--- config.mk ---
export PLATFORM = sky130hd
export DESIGN_NAME = mem_bus_bridge
export DESIGN_NICKNAME = d
export VERILOG_FILES = /design/src/rtl/mem_bus_bridge_pkg.sv /design/src/rtl/mem_bus_bridge.sv
export SDC_FILE = /design/constraint.sdc
export NUM_CORES = 1
export LEC_CHECK = 0
export CAP_MARGIN = 20
export CORE_MARGIN = 8
export CORE_UTILIZATION = 39
export DETAILED_ROUTE_END_ITERATION = 10
export PLACE_DENSITY = 0.77
export SYNTH_ARGS = -nofsm -noshare
export SYNTH_HDL_FRONTEND = slang
export SYNTH_SLANG_ARGS = --single-unit
--- constraint.sdc ---
create_clock -name clk -period 1.6 [get_ports clk]
set_input_delay 0.32 -clock clk [delete_from_list [all_inputs] [get_ports clk]]
set_output_delay 0.32 -clock clk [all_outputs]
set_load 0.03 [all_outputs]
--- src/rtl/mem_bus_bridge_pkg.sv ---
// Shared types and default widths for the request-bus to generic_sync_mem bridge.
package mem_bus_bridge_pkg;

    localparam int DEF_ADDR_W = 8;
    localparam int DEF_DATA_W = 8;

    typedef enum logic [2:0] {
        IDLE    = 3'd0,
        WRITE   = 3'd1,
        READ    = 3'd2,
        CAPTURE = 3'd3,
        RESP    = 3'd4
    } state_t;

endpackage

--- src/rtl/mem_bus_bridge.sv ---
// Bridges a valid/ready request bus onto generic_sync_mem strobes with a registered read response.
// Optional MEM_BUS_BRIDGE_BURST_EN adds req_len for incrementing read bursts.
module mem_bus_bridge
    import mem_bus_bridge_pkg::*;
#(
    parameter int ADDR_W = DEF_ADDR_W,
    parameter int DATA_W = DEF_DATA_W
) (
    input  logic              clk,
    input  logic              rst,
    input  logic              req_valid,
    output logic              req_ready,
    input  logic              req_we,
`ifdef MEM_BUS_BRIDGE_BURST_EN
    input  logic [3:0]        req_len,
`endif
    input  logic [ADDR_W-1:0] req_addr,
    input  logic [DATA_W-1:0] req_wdata,
    output logic              rsp_valid,
    input  logic              rsp_ready,
    output logic [DATA_W-1:0] rsp_rdata,
    output logic              mem_cs,
    output logic              mem_we,
    output logic              mem_oe,
    output logic [ADDR_W-1:0] mem_address,
    output logic [DATA_W-1:0] mem_data_in,
    input  logic [DATA_W-1:0] mem_data_out
);

    state_t            state, state_n;
    logic              cs_n, we_n, oe_n;
    logic [ADDR_W-1:0] addr_n;
    logic [DATA_W-1:0] din_n, rdata_n;
`ifdef MEM_BUS_BRIDGE_BURST_EN
    logic [3:0]        beats_left, beats_n;
`endif

    // Held low during reset so nothing is accepted until rst drops.
    assign req_ready = (state == IDLE) && !rst;
    assign rsp_valid = (state == RESP);

    always_comb begin
        state_n = state;
        cs_n    = 1'b0;
        we_n    = 1'b0;
        oe_n    = 1'b0;
        addr_n  = mem_address;
        din_n   = mem_data_in;
        rdata_n = rsp_rdata;
`ifdef MEM_BUS_BRIDGE_BURST_EN
        beats_n = beats_left;
`endif
        case (state)
            IDLE: begin
                if (req_valid) begin
                    cs_n   = 1'b1;
                    addr_n = req_addr;
                    if (req_we) begin
                        state_n = WRITE;
                        we_n    = 1'b1;
                        din_n   = req_wdata;
`ifdef MEM_BUS_BRIDGE_BURST_EN
                        beats_n = 4'd0;
`endif
                    end else begin
                        state_n = READ;
                        oe_n    = 1'b1;
`ifdef MEM_BUS_BRIDGE_BURST_EN
                        beats_n = req_len;
`endif
                    end
                end
            end
            WRITE:   state_n = IDLE;
            READ:    state_n = CAPTURE;
            CAPTURE: begin
                // Memory output is valid now, one cycle after the cs&oe strobe.
                rdata_n = mem_data_out;
                state_n = RESP;
            end
            RESP: begin
                if (rsp_ready) begin
`ifdef MEM_BUS_BRIDGE_BURST_EN
                    if (beats_left != 4'd0) begin
                        beats_n = beats_left - 4'd1;
                        state_n = READ;
                        cs_n    = 1'b1;
                        oe_n    = 1'b1;
                        addr_n  = mem_address + ADDR_W'(1);
                    end else begin
                        state_n = IDLE;
                    end
`else
                    state_n = IDLE;
`endif
                end
            end
            default: state_n = IDLE;
        endcase
    end

    always_ff @(posedge clk or posedge rst) begin
        if (rst) begin
            state       <= IDLE;
            mem_cs      <= 1'b0;
            mem_we      <= 1'b0;
            mem_oe      <= 1'b0;
            mem_address <= '0;
            mem_data_in <= '0;
            rsp_rdata   <= '0;
`ifdef MEM_BUS_BRIDGE_BURST_EN
            beats_left  <= 4'd0;
`endif
        end else begin
            state       <= state_n;
            mem_cs      <= cs_n;
            mem_we      <= we_n;
            mem_oe      <= oe_n;
            mem_address <= addr_n;
            mem_data_in <= din_n;
            rsp_rdata   <= rdata_n;
`ifdef MEM_BUS_BRIDGE_BURST_EN
            beats_left  <= beats_n;
`endif
        end
    end

endmodule

==> results.ini <==
[run_status]
status = finished clean

[setup_path]
reg2regPathDepth = 5
worstSetupStartpointType = flop
critPathLaunch = state[1]$_DFFE_PP0P_
r2r-start = state[1]$_DFFE_PP0P_
crit_chain = buf_6 > nor4_4 > buf_6
crit_cells = 3
required_ns = 1.28
reg2reg_setup_slack_ns = 0.08
cp_top_family = flip-flops
worstSetupPathType = reg2out
cpPeakStageDelay_ns = 0.40
cp_max_fo = 3
crit_top_cell = buf_6
critical_path.endpoint_type = output port
timing.rr.end = mem_data_in[3]$_DFFE_PP0P_
slowest_stage = dfrtp_1
endpoint = req_ready
crit_arrival_ns = 1.27
cp_num_buf_inv = 2

[sta]
rsz0062_at_grt = yes
relSlewSlack_pct = 78.8
layout_min_cycle_time_ns = 1.59
fin_skew_ns = 0.0108
hold_viol = 0
tightest_slew_ns = 0.319
setup_viol = 0
drv_slew = 0
setup-tns-final_ns = 0
fmaxAchievable_mhz = 628
holdWs_ns = 0.385
layout_worst_path_cycle_share_pct = 99.5

[grt]
grt_pass1_wl_mm = 4.53
grt_pass1_vias = 938
grt_max_degree = 22
track_usage_pct = 11.5
overflow = 0
antenna_found_initial = 0

[power]
combPwrFrac_pct = 55.0
power.density_nw_per_um2 = 2040
p_leak_uw = 0.000926
fin_total_pwr_uw = 3920
p_int_uw = 2330
switching_power_uw = 1590
ir_drop_mv = 1.11
seqPwrFrac_pct = 33.5
p_sw_share_pct = 40.5
clkPwrFrac_pct = 11.4

[floorplanning]
num_io_pins = 58
start_util_pct = 40.0
die_w_um = 71.2
num_rows = 20
die_h_um = 71.2
core_sq_um = 2980
dieArea_sq_um = 5070

[synthesis]
synth_cells = 72
synthesis.nets = 101
synth_area_sq_um = 1190
synthDistinctLibCells = 16
ys_seq_area_share_pct = 63.1
ys_seq_elements = 30
ys.warnings.count = 0
synth_area_per_cell_sq_um = 16.5

[cts]
root_buffer = clkbuf_4
cts_buffers = 5
clkSinkCount = 30
ctsLongestPathBuffers = 2
htree_levels = 2
ctsHoldBuffers = 0
cts_tree = built
cts.clk_slew.worst_paths_ns = 0.09
clkLatencyLatePin_ns = 0.32

[layout]
nFillCells = 231
diodes = 0
drive_gt1_share_pct = 34.2
stdcell_area_sq_um = 1930
finish.utilization_pct = 64.7
area_growth_pct = 61.8
nets = 174

[detailed_routing]
drc = 0
vias = 827
drt_iter0_drc = 30
drt_wl_total_mm = 2.80
ant_nets = 0
dr.pass1.iters = 3
wire_per_inst_um = 15.6
avgViaCountPerCell = 4.62

[min_path]
hold_path_class = in2async

[job]
maxCapViolCount = 0

[placement]
io_buffers = 57
routabilityCongestion = 0.708
placedInstanceArea_sq_um = 1850
dp_hpwl_mm = 2.18

-- power by group through the flow --
stage / registers, uW / clock network (uW) / logic, uW
after floorplan: 2010 / 0 / 707
final: 1320 / 449 / 2160
after CTS: 1310 / 474 / 2140
after global routing: 1370 / 510 / 2280
after detailed placement: 1350 / 0 / 2310
after global placement: 1330 / 0 / 2280
-- synthesized netlist by cell type --
master | instances | area, sq um
nor3_1 | 2 | 10.0
inv_1 | 3 | 11.3
nor3_2 | 1 | 10.0
nor2_1 | 1 | 3.75
nor4_1 | 1 | 6.26
o21ai_0 | 1 | 5.00
mux2_2 | 10 | 113
dfrtp_1 | 30 | 751
a21oi_1 | 2 | 10.0
and3_1 | 1 | 6.26
and3_2 | 1 | 7.51
nand2_1 | 1 | 3.75
mux2_4 | 14 | 210
nand3b_2 | 1 | 11.3
and2_4 | 1 | 8.76
buf_6 | 2 | 22.5
-- cells by family (layout without fill, tap and decap cells) --
group	Yosys count	in the layout	synth area share, %
DFF	30	30	63.1
muxes	24	24	27.1
and+or+nand+nor	10	10	5.68
buffers and inverters	5	79	2.84
AOI/OAI and AO/OA	3	3	1.26
-- cells in the final DEF (no fill, tap or decap), types with 2 or more instances in the layout --
master	synthesis	routed
dfrtp_1	30	30
clkdlybuf4s50_1	0	28
dlygate4sd2_1	0	27
mux2_4	14	14
mux2_2	10	10
buf_4	0	8
clkbuf_4	0	5
buf_6	2	4
inv_1	3	2
a21oi_1	2	2
nor3_1	2	2
-- timing repair --
action | in CTS | in global routing
hold endpoints to repair | 0 | 0
buffers inserted | 3 | 1
endpoints found under the setup margin | 28 | 2
pin swaps | 1 | 1
resized for setup | 28 | 5
-- worst min-delay path, stage by stage --
cell,delay [ns]
clkdlybuf4s50_1,0.46
inv_1,0.10
buf_4,0.18
-- cell type report --
cell class | instances | area (sq um) | share of cell area, %
clock buffers | 7 | 55.1 | 2.86
clock inverters | 1 | 5.00 | 0.260
inverters | 3 | 11.3 | 0.585
multi-input cells | 37 | 420 | 21.8
flip-flops and latches | 30 | 751 | 39.0
well taps | 33 | 41.3 | 2.14
repair buffers | 68 | 642 | 33.3
-- how the worst min path moves through the flow --
stage | start | endpoint | slack, ns
finish | rst | mem_address[4]$_DFFE_PP0P_ | 0.38
CTS | rst | mem_address[3]$_DFFE_PP0P_ | 0.34
global placement | rsp_rdata[4]$_DFFE_PP0N_ | rsp_rdata[4]$_DFFE_PP0N_ | 0.49
detailed placement | mem_data_in[1]$_DFFE_PP0P_ | mem_data_in[1]$_DFFE_PP0P_ | 0.49
floorplan | rst | mem_address[0]$_DFFE_PP0P_ | 0.41
global route | rst | mem_address[4]$_DFFE_PP0P_ | 0.42
-- through the flow --
| step | setup WS, ns | cells |
|---|---|---|
| finish | 0.00820 | 179 |
| global route | -0.0630 | 179 |
| CTS | -0.0327 | 178 |
| detailed placement | 0.00527 | 167 |
| global placement | 0.0293 | 167 |
| floorplan | 0.181 | 72 |
-- routing by layer --
metal,part of all wire (%),global-route usage [%],vias up
met5,0,0,-
met4,1.2,4.85,0
met3,6.6,4.60,4
met2,50,18.7,32
met1,42,13.0,396
li1,-,-,395
-- state kept, by name, indices dropped and copies added, names as in the netlist --
signal / flops
mem_address: 8
mem_cs: 1
mem_data_in: 8
mem_oe: 1
mem_we: 1
rsp_rdata: 8
state: 3
Power figures use the tool's default switching activity.
